### src/rtl/mux_rr_pkg.sv
// Shared types and the round-robin pick helper for the mux schedulers.
// The winner search is a rotate by ptr, then a priority encode, then an unrotate.
package mux_rr_pkg;

  localparam int NREQ  = 4;
  localparam int SEL_W = 2;

  typedef enum logic {
    IDLE = 1'b0,
    BUSY = 1'b1
  } state_t;

  typedef struct packed {
    logic             valid;
    logic [SEL_W-1:0] idx;
  } pick_t;

  function automatic pick_t rr_pick(input logic [NREQ-1:0] req, input logic [SEL_W-1:0] ptr);
    logic [2*NREQ-1:0] dbl;
    logic [NREQ-1:0]   rot;
    pick_t             p;
    dbl     = {req, req};
    rot     = dbl[ptr +: NREQ];
    p.valid = |rot;
    p.idx   = ptr;
    // Walk downward so the lowest rotated position, i.e. closest to ptr, wins.
    for (int j = NREQ - 1; j >= 0; j--) begin
      if (rot[j]) begin
        p.idx = ptr + SEL_W'(j);
      end
    end
    return p;
  endfunction

endpackage

### src/rtl/mux_rr_scheduler_if.sv
// Requester and downstream handshake bundle for mux_rr_scheduler.
// master is the scheduler side; slave is the requesters plus the downstream consumer.
interface mux_rr_scheduler_if #(
  parameter int WIDTH = 8
);
  import mux_rr_pkg::*;

  logic [NREQ-1:0]       req;
  logic [NREQ*WIDTH-1:0] in_data;
  logic [NREQ-1:0]       ack;
  logic [SEL_W-1:0]      sel;
  logic                  out_valid;
  logic [WIDTH-1:0]      out_data;
  logic [SEL_W-1:0]      out_src;
  logic                  out_ready;

  modport master (
    input  req, in_data, out_ready,
    output ack, sel, out_valid, out_data, out_src
  );

  modport slave (
    output req, in_data, out_ready,
    input  ack, sel, out_valid, out_data, out_src
  );

endinterface

### src/rtl/rr_pick4.sv
// Four-way round-robin winner select with a one-hot grant.
// The grant is gated by en so callers can suppress it when they cannot accept a word.
module rr_pick4
  import mux_rr_pkg::*;
(
  input  logic [NREQ-1:0]  req,
  input  logic [SEL_W-1:0] ptr,
  input  logic             en,
  output logic             valid,
  output logic [SEL_W-1:0] idx,
  output logic [NREQ-1:0]  ack
);

  pick_t pick_s;

  // Winner search and one-hot grant decode
  always_comb begin
    pick_s = rr_pick(req, ptr);
    valid  = pick_s.valid;
    idx    = pick_s.idx;
    if (en && pick_s.valid) begin
      ack = {{(NREQ-1){1'b0}}, 1'b1} << pick_s.idx;
    end else begin
      ack = {NREQ{1'b0}};
    end
  end

endmodule

### src/rtl/mux_rr_scheduler.sv
// Round-robin scheduler sharing one 4-way mux path, with a one-entry valid/ready output register.
// Define MUX_RR_HOLD_EN to let a winner keep priority for up to MAX_HOLD consecutive beats.
module mux_rr_scheduler
  import mux_rr_pkg::*;
#(
  parameter int WIDTH    = 8,
  parameter int NREQ     = 4,
  parameter int MAX_HOLD = 4
) (
  input logic                clk,
  input logic                rst_n,
  mux_rr_scheduler_if.master bus
);

  if (NREQ != 4) begin : g_nreq_chk
    $error("mux_rr_scheduler supports NREQ == 4 only");
  end
  if ((MAX_HOLD < 1) || (MAX_HOLD > 15)) begin : g_hold_chk
    $error("mux_rr_scheduler MAX_HOLD must be within 1..15");
  end

  state_t           state_r;
  state_t           state_nxt_s;
  logic [SEL_W-1:0] ptr_r;
  logic [SEL_W-1:0] ptr_nxt_s;
  logic [SEL_W-1:0] sel_r;
  logic [SEL_W-1:0] out_src_r;
  logic [SEL_W-1:0] win_idx_s;
  logic [WIDTH-1:0] out_data_r;
  logic [NREQ-1:0]  ack_s;
  logic             load_s;
  logic             win_valid_s;
  logic             capture_s;

  // The register can take a new word when empty or when its word leaves this cycle.
  assign load_s    = (state_r == IDLE) | bus.out_ready;
  assign capture_s = load_s & win_valid_s;

  rr_pick4 u_pick (
    .req   (bus.req),
    .ptr   (ptr_r),
    .en    (load_s & rst_n),
    .valid (win_valid_s),
    .idx   (win_idx_s),
    .ack   (ack_s)
  );

  // FSM state register
  always_ff @(posedge clk or negedge rst_n) begin
    if (!rst_n) begin
      state_r <= IDLE;
    end else begin
      state_r <= state_nxt_s;
    end
  end

  // FSM next state: BUSY exactly while the output register holds a word
  always_comb begin
    state_nxt_s = state_r;
    case (state_r)
      IDLE: begin
        if (capture_s) state_nxt_s = BUSY;
        else           state_nxt_s = IDLE;
      end
      BUSY: begin
        if (load_s && !capture_s) state_nxt_s = IDLE;
        else                      state_nxt_s = BUSY;
      end
      default: state_nxt_s = IDLE;
    endcase
  end

  // Output word, source index and mux select, loaded only on capture
  always_ff @(posedge clk or negedge rst_n) begin
    if (!rst_n) begin
      out_data_r <= {WIDTH{1'b0}};
      out_src_r  <= {SEL_W{1'b0}};
      sel_r      <= {SEL_W{1'b0}};
    end else if (capture_s) begin
      out_data_r <= bus.in_data[win_idx_s*WIDTH +: WIDTH];
      out_src_r  <= win_idx_s;
      sel_r      <= win_idx_s;
    end
  end

`ifdef MUX_RR_HOLD_EN
  logic [3:0] hold_cnt_r;
  logic [3:0] hold_cnt_nxt_s;
  logic [3:0] beats_s;

  // Parking ptr on the winner keeps it top priority; hold_cnt counts its consecutive beats.
  always_comb begin
    ptr_nxt_s      = ptr_r;
    hold_cnt_nxt_s = hold_cnt_r;
    beats_s        = (win_idx_s == ptr_r) ? (hold_cnt_r + 4'd1) : 4'd1;
    if (capture_s) begin
      if (beats_s < 4'(MAX_HOLD)) begin
        ptr_nxt_s      = win_idx_s;
        hold_cnt_nxt_s = beats_s;
      end else begin
        ptr_nxt_s      = win_idx_s + 2'd1;
        hold_cnt_nxt_s = 4'd0;
      end
    end else if (load_s && (hold_cnt_r != 4'd0) && !bus.req[ptr_r]) begin
      ptr_nxt_s      = ptr_r + 2'd1;
      hold_cnt_nxt_s = 4'd0;
    end else begin
      ptr_nxt_s      = ptr_r;
      hold_cnt_nxt_s = hold_cnt_r;
    end
  end

  // Hold counter register
  always_ff @(posedge clk or negedge rst_n) begin
    if (!rst_n) begin
      hold_cnt_r <= 4'd0;
    end else begin
      hold_cnt_r <= hold_cnt_nxt_s;
    end
  end
`else
  // Pointer moves past every winner
  always_comb begin
    ptr_nxt_s = ptr_r;
    if (capture_s) begin
      ptr_nxt_s = win_idx_s + 2'd1;
    end else begin
      ptr_nxt_s = ptr_r;
    end
  end
`endif

  // Round-robin pointer register
  always_ff @(posedge clk or negedge rst_n) begin
    if (!rst_n) begin
      ptr_r <= {SEL_W{1'b0}};
    end else begin
      ptr_r <= ptr_nxt_s;
    end
  end

  assign bus.ack       = ack_s;
  assign bus.sel       = sel_r;
  assign bus.out_valid = (state_r == BUSY);
  assign bus.out_data  = out_data_r;
  assign bus.out_src   = out_src_r;

endmodule

### src/flat_wrapper.sv
// flat-port wrapper written by rule: the top's interface ports become plain ports
module mux_rr_scheduler_flat import mux_rr_pkg::*;
#(
  parameter int WIDTH    = 8,
  parameter int NREQ     = 4,
  parameter int MAX_HOLD = 4
)
  (clk, rst_n, bus_req, bus_in_data, bus_out_ready, bus_ack, bus_sel, bus_out_valid, bus_out_data, bus_out_src);
  mux_rr_scheduler_if #(.WIDTH(WIDTH)) bus_i ();
  input logic clk;
  input logic rst_n;
  input wire logic [$bits(bus_i.req)-1:0] bus_req;
  input wire logic [$bits(bus_i.in_data)-1:0] bus_in_data;
  input wire logic [$bits(bus_i.out_ready)-1:0] bus_out_ready;
  output wire logic [$bits(bus_i.ack)-1:0] bus_ack;
  output wire logic [$bits(bus_i.sel)-1:0] bus_sel;
  output wire logic [$bits(bus_i.out_valid)-1:0] bus_out_valid;
  output wire logic [$bits(bus_i.out_data)-1:0] bus_out_data;
  output wire logic [$bits(bus_i.out_src)-1:0] bus_out_src;
  assign bus_i.req = bus_req;
  assign bus_i.in_data = bus_in_data;
  assign bus_i.out_ready = bus_out_ready;
  assign bus_ack = bus_i.ack;
  assign bus_sel = bus_i.sel;
  assign bus_out_valid = bus_i.out_valid;
  assign bus_out_data = bus_i.out_data;
  assign bus_out_src = bus_i.out_src;
  mux_rr_scheduler #(.WIDTH(WIDTH), .NREQ(NREQ), .MAX_HOLD(MAX_HOLD)) u_core (.clk(clk), .rst_n(rst_n), .bus(bus_i));
endmodule
### config.mk
export PLATFORM = sky130hd
export DESIGN_NAME = mux_rr_scheduler_flat
export DESIGN_NICKNAME = d
export VERILOG_FILES = /design/src/rtl/mux_rr_pkg.sv /design/src/rtl/mux_rr_scheduler_if.sv /design/src/rtl/rr_pick4.sv /design/src/rtl/mux_rr_scheduler.sv /design/src/flat_wrapper.sv
export SDC_FILE = /design/constraint.sdc
export NUM_CORES = 1
export LEC_CHECK = 0
export CORE_MARGIN = 1
export CORE_UTILIZATION = 38
export CTS_CLUSTER_SIZE = 40
export DETAILED_ROUTE_END_ITERATION = 10
export HOLD_SLACK_MARGIN = 0.02
export PLACE_DENSITY = 0.77
export SLEW_MARGIN = 40
export SYNTH_ARGS = -nofsm -noshare
export SYNTH_HDL_FRONTEND = slang
export SYNTH_SLANG_ARGS = --single-unit
### constraint.sdc
create_clock -name clk -period 2.48 [get_ports clk]
set_clock_uncertainty 0.05 [all_clocks]
set_input_delay 0.62 -clock clk [delete_from_list [all_inputs] [get_ports clk]]
set_output_delay 0.62 -clock clk [all_outputs]
set_load 0.02 [all_outputs]
== Word level (Yosys, flattened, before mapping) ==
Index checks and enable logic that the tools add are counted.

* Logic and storage cells: 27
* Register bits after elaboration: 13
* Input port bits: 39

* Reduce and logical (&&, ||, !) cells: 4
* Add/sub/neg operators: 4
* Bitwise logic cells: 4
* Multiplexer cells: 8
* Shift-type cells: 3

{| class="wikitable"
|+ Operator list
! cell !! number
|-
| 32-bit by 6-bit indexed part select with 8-bit output || 1
|-
| 2-bit two-way mux || 4
|-
| 8-bit by 3-bit indexed part select with 4-bit output || 1
|-
| 2-bit by 1-bit adder with 2-bit output, second input constant || 2
|-
| 2-bit adder, second input constant || 2
|-
| 4-bit two-way mux || 1
|-
| 4-bit OR reduction || 1
|-
| 1-bit by 2-bit << shifter with 4-bit output, first input constant || 1
|-
| 1-bit bitwise AND || 2
|-
| 1-bit logical AND || 2
|-
| 1-bit two-way mux || 2
|-
| 1-bit case mux with 2 select lines || 1
|-
| 1-bit logical NOT || 1
|-
| 1-bit NOT || 1
|-
| 1-bit bitwise OR || 1
|}

== Depth between registers and ports, before layout ==
Gate-level depths: netlist of run 1.

* Word-level depth: 7
* Gate-level depth with buffers: 7
* Depth with buffers taken out: 5

== Modules after synthesis ==
A second synthesis of run 1 with hierarchy kept.

* Cell total of the unflattened synthesis: 64
* Area, all modules: 844.6 um^2

{| class="wikitable"
|+ Modules (own cells, without submodules)
! module !! cells each !! area each (um^2) !! seq. area each (um^2) !! instances
|-
| mux_rr_scheduler || 44 || 714.4 || 325.3 || 1
|-
| rr_pick4 || 20 || 130.1 || 0.0 || 1
|}

== Worst setup path after synthesis of run 1 ==
OpenSTA, ideal clock, no wires.

* Kind: input port to output port
* Start point: input port bus_req[3]
* End point: output port bus_ack[3]
* Stages on the path: 5
* Arrival: 1.933 ns
* Setup slack: -0.123 ns
* Data required time: 1.810 ns
* Path buffers: 1
* Path through: buf_6 nor2b_4 a2111oi_4 nor2_1 nor3_1

* Longest elaborated chain between the ends: 7
* Elaborated cells on any way between the ends: 9
* Those cells by class: 2 x shift; 5 x mux; 2 x reduce/logical

{| class="wikitable"
|+ RTL lines
! what !! RTL line !! source
|-
| from (decl) || flat_wrapper.sv:12 || <nowiki>input wire logic [$bits(bus_i.req)-1:0] bus_req;</nowiki>
|-
| 8-bit by 3-bit indexed part select with 4-bit output (*) || mux_rr_pkg.sv:23 || <nowiki>rot = dbl[ptr +: NREQ];</nowiki>
|-
| 2-bit two-way mux (4 in series) || mux_rr_pkg.sv:28 || <nowiki>if (rot[j]) begin</nowiki>
|-
| 1-bit by 2-bit << shifter with 4-bit output || rr_pick4.sv:22 || <nowiki>ack = {{(NREQ-1){1'b0}}, 1'b1} << pick_s.idx;</nowiki>
|-
| 4-bit two-way mux (*) || rr_pick4.sv:21 || <nowiki>if (en && pick_s.valid) begin</nowiki>
|-
| to (decl) || flat_wrapper.sv:15 || <nowiki>output wire logic [$bits(bus_i.ack)-1:0] bus_ack;</nowiki>
|}

Mark *: on every way between the ends. The rest lies on a longest branch, timed or not.

== Final worst setup path of run 1 ==
* Start point: input port bus_req[3]
* End point: output port bus_ack[1]

The elaborated chain is that of the path after synthesis.

==> results of run 1 <==
==> per-stage QoR <==
stage          TNS [ns]  cells  setup slack [ns]
3_3_place_gp     -7.083    198           -0.8991
6_report              0    210           0.05537
4_1_cts               0    209         0.0001907
2_1_floorplan         0     98           0.02621
5_1_grt               0    210          0.001976
3_5_place_dp     -8.025    198            -1.036
==> synth_stat cells, drive strengths merged, types with 2 or more instances <==
cell,count
nor2b,4
nand2,9
nand3,9
buf,7
mux2,8
nor3,3
nor2,3
a21oi,9
o21a,2
dfrtp,13
o21ai,12
a221o,8
==> power breakdown <==
part	switching (mW)	internal (mW)	leakage, nW
Sequential	0.0509	0.293	0.156
Combinational	0.471	0.555	0.614
Clock	0.0779	0.0625	0.0150
Total	0.599	0.911	0.784
==> worst max-delay path, cell delays in order <==
cell and delay (ns):
sky130_fd_sc_hd__clkbuf_4 0.19, sky130_fd_sc_hd__nand2_1 0.10, sky130_fd_sc_hd__a2bb2oi_2 0.17, sky130_fd_sc_hd__o211ai_1 0.15, sky130_fd_sc_hd__buf_4 0.19, sky130_fd_sc_hd__nor3_2 0.17, sky130_fd_sc_hd__buf_4 0.17
==> flip-flops by register name, indices dropped and copies added, names as in the netlist, named ones only <==
signal               flops
u_core.bus.out_data      8
u_core.bus.out_src       2
u_core.ptr_r             2
==> worst min-delay path by stage <==
stage                                                   from                            endpoint  slack (ns)
after floorplan                                        rst_n          asynchronous set/reset pin        0.27
after global placement     u_core.bus.out_src[1]$_DFFE_PN0P_   u_core.bus.out_src[1]$_DFFE_PN0P_        0.44
after detailed placement  u_core.bus.out_data[6]$_DFFE_PN0P_  u_core.bus.out_data[6]$_DFFE_PN0P_        0.45
after CTS                 u_core.bus.out_data[5]$_DFFE_PN0P_  u_core.bus.out_data[5]$_DFFE_PN0P_        0.47
after global routing      u_core.bus.out_data[5]$_DFFE_PN0P_  u_core.bus.out_data[5]$_DFFE_PN0P_        0.49
final                      u_core.bus.out_src[1]$_DFFE_PN0P_   u_core.bus.out_src[1]$_DFFE_PN0P_        0.47
==> timing repair <==
| item | CTS | global route |
|---|---|---|
| setup buffers | 7 | 1 |
| gates resized for setup | 39 | 11 |
| setup endpoints to repair | 12 | 4 |
| pin swaps | 10 | 5 |
==> cell families (layout without fill, tap and decap cells) <==
group / after synthesis / in the layout
AOI/OAI and AO/OA: 37 / 37
and+or+nand+nor: 31 / 31
DFF: 13 / 13
muxes: 8 / 8
buffers and inverters: 8 / 90
xor gates and xnor gates: 1 / 1
==> layout make-up <==
| class | count | area (sq um) | share of cell area [%] |
|---|---|---|---|
| Tap cell | 30 | 37.54 | 2.056 |
| Inverter | 1 | 3.754 | 0.2056 |
| Multi-Input combinational cell | 77 | 664.4 | 36.39 |
| Sequential cell | 13 | 325.3 | 17.82 |
| Clock buffer | 4 | 26.28 | 1.439 |
| Timing Repair Buffer | 85 | 768.2 | 42.08 |
==> per-layer routing <==
metal | part of all wire (%) | track usage (%)
met5 | 0 | 0
met2 | 54 | 47.08
met1 | 39 | 28.60
met3 | 4.5 | 4.310
met4 | 2.5 | 10.96
==> metrics list, run 1 <==
- Detailed placement finished with a half-perimeter wire length of 2496 um.
- Once layout is complete, the utilization of the core stands at 73.69%.
- The filler cells instantiated in the layout total 189.
- After synthesis, flip-flops and latches occupy 32.54% of the total area.
- VDD sags by at most 554.0 uV.
- The post-route netlist has 36.67% of its cells at a drive strength greater than 1.
* Tightest slew margin relative to the limit: 64.86%
- Wire length of the first global-routing pass: 5244 um
- The worst setup path is captured at a primary output.
* Worst Hold Depth: 2
- Global routing consumed, over all layers together, 25.74% of the routing resources.
- The synthesized netlist devotes 28.91% of its cell area to compound gates.
* Fmax: 0.4124 GHz
- Class of the most critical setup path: primary input to primary output
- Required time at the endpoint of the critical path: 1.81 ns
- Counting I/O delays and the setup requirement, the final critical path takes 2.425 ns.
- Total power for the finished layout comes to 1.510 mW.
* Worst R2R Path Depth: 7
* Capturing element of the worst setup path: bus_ack[1]
- Of the total synthesized cell area, the portion taken by XOR and XNOR cells is 0.8761%.
- Data on the critical path arrives at its endpoint at 1.75 ns.
* Area contributors post-synth: sky130_fd_sc_hd__dfrtp_1 33%, sky130_fd_sc_hd__mux2_4 12%, sky130_fd_sc_hd__a221o_1 8.0%
- Starting density of the core: 40.35%
- Relative to the synthesized area, the layout overhead comes to 82.60%.
- Via count of the first global-routing pass: 1179
- Max clock buf depth: 2
- Setup violations remaining at the end of the flow were counted as 0.
- Along the worst path, the maximum fanout reaches 6.
- The number of clock buffers added by TritonCTS is 3.
- Share of the cycle needed by the critical path after routing: 97.77%
- Source of the critical timing path: bus_req[3]
- The repair_antennas step left the layout with diodes totalling 0.
* Die width: 53.29 um
* Share of synthesized area spent on multiplexers: 12.02%
- A synthesized cell averages 10.20 sq um.
* Count of buffers from port buffering: 55
* Most used flip-flop cell after synthesis: sky130_fd_sc_hd__dfrtp_1
* WL/cell: 15.72 um
* DR vias: 1153
* Fin. max-slew vios: 0
- Detail Route Antenna Nets: 0
- For this run the aggregate overflow at the end of global routing stands at 0.
* Endpoint of the most critical register-to-register path: u_core.bus.out_data[1]$_DFFE_PN0P_
* Maximum number of pins on one net before global-route repair: 14
* Run status: finished clean
- Synthesized-area fraction occupied by adder cells: 0%
- Yosys printed 0 warnings.
- Largest family of logic cells by synthesized area: compound AO/OA/AOI/OAI gates
- Register-to-register setup slack: 0.37 ns
* Final wirelength: 3301 um
- The worst register-to-register path begins at u_core.ptr_r[0]$_DFFE_PN0P_.
* Setup repair after global routing missed its margin: false
* Synthesized instance count: 98
- Placed Area: 1712 sq um
- Die ar.: 2840 sq um
- From bottom edge to top edge, the die measures 53.29 um.
- Counting flops with a built-in enable in the synthesized netlist gives 0.
- Number of top-level design ports: 56
- After clock tree synthesis, the flow added hold-fix buffers numbering 0.
- The core region is 2477 sq um.
- Power spread over the standard cell area amounts to 827.2 nW/um^2.
- The min-delay analysis places its worst path in the category flip-flop to flip-flop.
* Clock sinks: 13
* Critical path launch point type: primary input
- Number of design rule violations left after detail routing: 0
- In this run the biggest area consumer among cell types represents 32.54% of the synthesized area.
* Async set or reset register ratio after synthesis: 100.0%
- CTS built an H-tree with a depth of 1.
- Clock network latency to the later pin of the worst-skew pair: 0.28 ns
- The number of antenna violations at the first check in global routing was 0.
- Leaving out fill and tap cells, the most frequent cell in the layout is sky130_fd_sc_hd__clkdlybuf4s50_1.
- Synth area leader: sky130_fd_sc_hd__dfrtp_1
- Synthesized net count: 137
- The mapped netlist covers 999.7 sq um.
- In the layout the commonest cells are 47 x sky130_fd_sc_hd__clkdlybuf4s50_1, 31 x sky130_fd_sc_hd__buf_4, 13 x sky130_fd_sc_hd__dfrtp_1.
- Weighted congestion at the end of routability-driven global placement: 0.9004
- Final instance area: 1826 sq um
- Clock-pin slew was measured on the worst setup and hold paths at 0.09 ns.
- Count of final hold-check violations: 0
- Distinct cell type count after synthesis: 30
- Number of DRC violations after detailed-routing iteration 0: 20
* Floorplan row count: 18
* Max-cap violations: 0
* Flop and latch count out of synthesis: 13
* Min Hold Slack: 0.4721 ns
- At the pin with the least slew margin, the transition time is 0.5271 ns.
- Reported leakage power: 0.7842 nW
- Simple-gate portion of the synthesized area: 18.90%
- Dividing the detail-routed via count by the number of cells gives 5.490.
* TritonRoute pass-1 iters: 4
* Master cell of the clock root buffer: sky130_fd_sc_hd__clkbuf_4
- TritonCTS built the clock tree.
- Number of nets in the layout: 220
Note: power is estimated with default switching activity, not from simulation.
==> run 2, diff against run 1 <==
PLACE_DENSITY = 0.82   (was 0.77)
==> run 2 against run 1 <==
  * Cell count decreased by 0.95%
  * Register-to-register slack got worse by 0.07 ns
  * Hold slack got worse by 0.0082 ns
  * Clock power decreased by 4%
  * Fmax decreased by 0.53%
  * Largest power group unchanged
==> metrics list, run 2 (synthesis results as in run 1) <==
* Type of the worst min-delay path: flip-flop to flip-flop
- Number of design rule violations left after detail routing: 0
- Master cell of the clock root buffer: sky130_fd_sc_hd__clkbuf_4
- Starting density of the core: 40.35%
- Dividing the final minimum period by the clock period gives 98.28%.
- CTS saw 13 sinks.
- The run finished with clean final reports.
* CTS tree: yes
- For this design the static power due to leakage is 0.7703 nW.
- At the end of routability-driven placement, the weighted congestion stood at 0.8350.
* Sequential Power Share: 23.8%
* Power spent charging and discharging nets: 0.5819 mW
- Final instance area: 1784 sq um
- VDD IR-drop max: 587.2 uV
- Worst R2R Path Depth: 6
* WL/cell: 15.28 um
- Die ar.: 2840 sq um
* Maximum fanout encountered on the critical timing path: 3
- Leaving out fill and tap cells, the most frequent cell in the layout is sky130_fd_sc_hd__clkdlybuf4s50_1.
* Drt via density: 5.409
- Floorplan row count: 18
* Total number of H-tree levels: 1
- The routed design could run at a clock period as short as 2.437 ns.
- Counting instances, the worst hold path has a depth of 1.
- After clock tree synthesis, the clock-pin slew on the worst setup and hold paths is 0.08 ns.
* Die H: 53.29 um
- Clock group share of total power: 9.2%
* Max-cap violations: 0
* Post-Route Utilization: 72.02%
- At the worst endpoint, the required time is 1.81 ns.
- The endpoint identified for the worst register-to-register timing path is u_core.bus.out_data[3]$_DFFE_PN0P_.
- For the worst setup path, the data arrival time is 1.77 ns.
- Switching Fraction: 39.82%
- At the end of the flow, the number of nets in the layout was 218.
- Total power draw: 1.461 mW
* Initial antenna violation count: 0
- In this run the deepest clock path goes through 2 buffers.
* Count of buffers from port buffering: 55
* Area growth from synthesis to final layout: 78.47%
- Min Hold Slack: 0.4638 ns
- The filler cells instantiated in the layout total 174.
- The placed instances occupy a cell area of 1714 sq um.
- Total core area: 2477 sq um
- Tightest slew margin relative to the limit: 65.03%
- The count of final max-slew check failures was 0.
- Combinational fraction of design power: 67.0%
- Number of DRC violations after detailed-routing iteration 0: 27
- The register with the most flip-flops in the layout has 8 of them.
- Setup Viol. Count Final: 0
- In this run the register-to-register setup slack is 0.30 ns.
- In the final layout, the share of cells above drive strength 1 is 34.83%.
- TritonRoute pass-1 iters: 4
* Number of top-level design ports: 56
- Detail Route Antenna Nets: 0
* Via count of the first global-routing pass: 1086
* DR vias: 1125
- Total overflow reported by the global router: 0
- For the worst-skew pair, the clock arrives at the later sink with an insertion delay of 0.27 ns.
* Count of antenna diodes in the layout: 0
- Entering global routing, the biggest net connects 14 pins.
- The worst setup path is of the primary input to primary output kind.
- The worst hold path begins at u_core.bus.out_data[0]$_DFFE_PN0P_.
* Wire length of the first global-routing pass: 4885 um
- Global routing used 24.43% of the available tracks across all layers.
- Worst setup EP type: primary output
- In this run the critical register-to-register path is launched from u_core.ptr_r[1]$_DFFE_PN0P_.
* Die width: 53.29 um
* Top library cells by usage in the layout, fill and taps aside: 47 x sky130_fd_sc_hd__clkdlybuf4s50_1, 30 x sky130_fd_sc_hd__buf_4, 13 x sky130_fd_sc_hd__dfrtp_1
- The count of endpoints failing hold in the final timing report was 0.
- Critical path launch point type: primary input
* Worst-case hold path end point: u_core.bus.out_data[0]$_DFFE_PN0P_
* Transition time at the pin with the least slew margin: 0.5246 ns
* Number of hold buffers added after cts: 0
- Derived from the worst setup path, the maximum achievable clock frequency is 0.4103 GHz.
* Final wirelength: 3179 um
* DP Wirelength: 2447 um
* Power Dens Cells: 819.0 nW/um^2
* Internal power consumption: 0.8793 mW
* Cts bufs inserted: 3
-- run 2: routing by layer --
metal,wire [um],track usage [%],vias up
met5,0,0,-
met1,1290,28.67,535
met4,48,8.772,0
met2,1640,42.71,50
li1,-,-,534
met3,199,5.460,6
-- run 2: stage by stage --
step | setup TNS (ns) | instances | worst slack (ns)
5_1_grt | -0.01368 | 208 | -0.007891
6_report | 0 | 208 | 0.04255
3_3_place_gp | -7.122 | 200 | -0.8281
4_1_cts | 0 | 206 | 0.001119
2_1_floorplan | 0 | 98 | 0.02621
3_5_place_dp | -7.706 | 200 | -0.8791
-- run 2: power groups by stage --
stage / clock network (mW) / registers, mW / logic, mW
2_1_floorplan: 0 / 0.426 / 0.448
3_3_place_gp: 0 / 0.348 / 0.911
3_5_place_dp: 0 / 0.351 / 0.934
4_1_cts: 0.136 / 0.347 / 0.965
5_1_grt: 0.142 / 0.358 / 1.05
6_report: 0.134 / 0.348 / 0.979
-- run 2: repair_timing --
item                       in CTS  in global routing
gates resized for setup        36                  7
setup buffers                   2                  2
pin swaps                       4                  4
setup endpoints to repair      12                  4
-- run 2: worst max-delay path by stage --
stage                        startpoint         end  slack, ns  depth (start not counted)
after floorplan              bus_req[3]  bus_ack[3]       0.03                          5
after global placement       bus_req[3]  bus_ack[3]      -0.83                          6
after detailed placement     bus_req[3]  bus_ack[1]      -0.88                          6
after CTS                    bus_req[3]  bus_ack[1]      0.001                          7
after global routing      bus_out_ready  bus_ack[1]     -0.008                          6
final                     bus_out_ready  bus_ack[3]       0.04                          6
-- run 2: area by class of cell --
type / instances / area [sq um] / area share (%)
tap: 30 / 37.54 / 2.104
multi-input combinational: 77 / 659.4 / 36.96
timing repair buffer: 83 / 732.0 / 41.02
clock buffer: 4 / 26.28 / 1.473
sequential: 13 / 325.3 / 18.23
inverter: 1 / 3.754 / 0.2104
-- run 2: critical path: stages --
cell	delay, ns
sky130_fd_sc_hd__clkdlybuf4s50_1	0.45
sky130_fd_sc_hd__inv_1	0.09
sky130_fd_sc_hd__a21oi_4	0.18
sky130_fd_sc_hd__nand2_1	0.13
sky130_fd_sc_hd__nor3_2	0.13
sky130_fd_sc_hd__buf_4	0.16
==> run 3, diff against run 2 <==
SKIP_LAST_GASP = 1   (was default)
==> run 3 against run 2 <==
  * Clock power about the same
  * Critical path depth is the same
  * Combinational power decreased by 1%
  * Sequential share of layout area grew 0.10 points
  * Non-clock buffer count decreased by 1
  * Sequential power about the same
  * Register-to-register slack hardly changed
  * Die area is the same
  * Sequential cell count unchanged
  * Highest routed layer unchanged
  * First-iteration DRC count shrank 15%
==> metrics list, run 3 (synthesis results as in run 1) <==
- Wl on met1: 1241 um
* Global router's overall resource usage: 24.43%
- Total number of H-tree levels: 1
- Area occupied by registers: 325.3 sq um
- In this run the horizontal extent of the chip is 53.29 um.
* Met3 wire length: 212 um
- Share of the cycle needed by the critical path after routing: 97.92%
- Highest metal used: met4
- Across the run, the number of max-cap violations was 0.
- Die H: 53.29 um
- Number of top-level design ports: 56
- Compared with the post-synthesis result, the final layout area differs by 77.47%.
- Counting along the longest clock path gives a buffer depth of 2.
- The count of endpoints failing hold in the final timing report was 0.
- For this run, design rule violations remaining after detail routing come to 0.
- After global routing the overflow that remains totals 0.
- The cell sitting at the root of the clock tree is a sky130_fd_sc_hd__clkbuf_4.
* Reported leakage power: 0.7652 nW
* Number of nets in the layout: 217
* Maximum fanout encountered on the critical timing path: 3
* Cts bufs inserted: 3
- Clock input transition at the sequential cells of the worst setup and hold paths: 0.08 ns
- Entering global routing, the biggest net connects 14 pins.
- Flip-flop count of the largest register after layout: 8
- Walking the worst path, the cells encountered are clkdlybuf4s50_1 -> inv_1 -> a21oi_4 -> nand2_1 -> nor3_2 -> buf_4.
- Number of inserted filler cells in the final layout: 175
* Summed negative setup slack over all endpoints: 0 ns
- VDD IR-drop max: 586.7 uV
- Transition time at the pin with the least slew margin: 0.5212 ns
- The later pin in the worst-skew pair is clocked with a latency of 0.27 ns.
- Type of the worst min-delay path: flip-flop to flip-flop
* Power Dens Cells: 816.9 nW/um^2
- Fmax: 0.4118 GHz
- STA classifies the critical path startpoint as a primary input.
* Slowest Stage Delay on Critical Path: 0.45 ns
* Wire length of the first global-routing pass: 4885 um
- Count of buffers from port buffering: 55
* Top library cells by usage in the layout, fill and taps aside: 47 x sky130_fd_sc_hd__clkdlybuf4s50_1, 29 x sky130_fd_sc_hd__buf_4, 13 x sky130_fd_sc_hd__dfrtp_1
- DP Wirelength: 2447 um
- Wire segments on met2 add up to 1623 um in the final route.
- The library cell used most frequently in the layout, excluding fill and tap cells, is sky130_fd_sc_hd__clkdlybuf4s50_1.
* Worst R2R Path Depth: 6
* Final instance area: 1774 sq um
- Class of the most critical setup path: primary input to primary output
- The placed instances occupy a cell area of 1714 sq um.
- For this block, the initial DRC count from the detailed router was 23.
- The number of antenna violations at the first check in global routing was 0.
* Via count of the first global-routing pass: 1086
* Weighted congestion at the end of routability-driven global placement: 0.8350
- Setup violations remaining at the end of the flow were counted as 0.
* Required time at the endpoint of the critical path: 1.81 ns
- Fraction of final layout cells sized beyond drive strength 1: 34.46%
- Worst Hold Depth: 1
- Final wirelength: 3126 um
* Worst setup EP type: primary output
- The multi-input combinational cells in the finished layout cover a total of 659.4 sq um.
- In this run the tightest slew margin relative to its limit is 65.25%.
- The slowest stage of the critical path belongs to the cell sky130_fd_sc_hd__clkdlybuf4s50_1.
- Data arrival time of the worst path: 1.76 ns
* Post-route minimum period: 2.428 ns
* Count of antenna diodes in the layout: 0
- The routed layout has 1105 vias.
- Once layout is complete, the utilization of the core stands at 71.62%.
- Floorplan row count: 18
* WL/cell: 15.10 um
- Die ar.: 2840 sq um
- Number of hold buffers added after cts: 0
- Overall power consumption after layout is estimated at 1.449 mW.
- Drt via density: 5.338
* Fin. max-slew vios: 0
* TritonRoute pass-1 iters: 4
* Starting density of the core: 40.35%
* Run status: finished clean
- Clock sinks: 13
- Detail Route Antenna Nets: 0
- After floorplanning, the core was sized to cover 2477 sq um.
- TritonCTS built the clock tree.
## run 3: routing by layer
layer  track usage, %  vias up
met2            42.71       48
li1                 -      531
met4            8.772        0
met5                0        -
met1            28.67      520
met3            5.460        6
## run 3: metrics by stage
stage / worst slack, ns / std cells / hold slack, ns
floorplan: 0.02621 / 98 / 0.2744
global placement: -0.8281 / 200 / 0.4299
detailed placement: -0.8791 / 200 / 0.4513
CTS: -0.01613 / 206 / 0.4703
global route: -0.007880 / 207 / 0.4998
finish: 0.05166 / 207 / 0.4639
## run 3: area by class of cell
| type | count | area share [%] |
|---|---|---|
| clock buffers | 4 | 1.481 |
| flip-flops and latches | 13 | 18.34 |
| repair buffers | 82 | 40.69 |
| well taps | 30 | 2.116 |
| multi-input cells | 77 | 37.17 |
| inverters | 1 | 0.2116 |
## run 3: worst max-delay path, delay by kind of cell
| kind | cells | cell delay (ns) |
|---|---|---|
| buffers and inverters | 3 | 0.70 |
| AND/OR/NAND/NOR | 2 | 0.25 |
| AO/OA/AOI/OAI | 1 | 0.18 |
## run 3: worst paths after layout
check	from	endpoint	slack (ns)
setup / recovery	bus_out_ready	bus_ack[3]	0.05
hold / removal	u_core.bus.out_data[0]$_DFFE_PN0P_	u_core.bus.out_data[0]$_DFFE_PN0P_	0.46
setup reg to reg	u_core.ptr_r[1]$_DFFE_PN0P_	u_core.bus.out_data[3]$_DFFE_PN0P_	0.30
hold reg to reg	u_core.bus.out_data[0]$_DFFE_PN0P_	u_core.bus.out_data[0]$_DFFE_PN0P_	0.46
max in group asynchronous	rst_n	u_core.ptr_r[0]$_DFFE_PN0P_	1.55
min in group asynchronous	rst_n	u_core.bus.out_src[1]$_DFFE_PN0P_	0.66
## run 3: report_power, final
group          switching (mW)  internal, mW
Sequential             0.0548         0.293
Clock                  0.0717        0.0625
Combinational           0.451         0.516
Total                   0.577         0.872
## run 3: what timing repair did
item | CTS | global route
setup endpoints to repair | 12 | 4
setup buffers | 2 | 1
gates resized for setup | 34 | 6
endpoints found under the hold margin | 0 | 0
pin swaps | 4 | 3
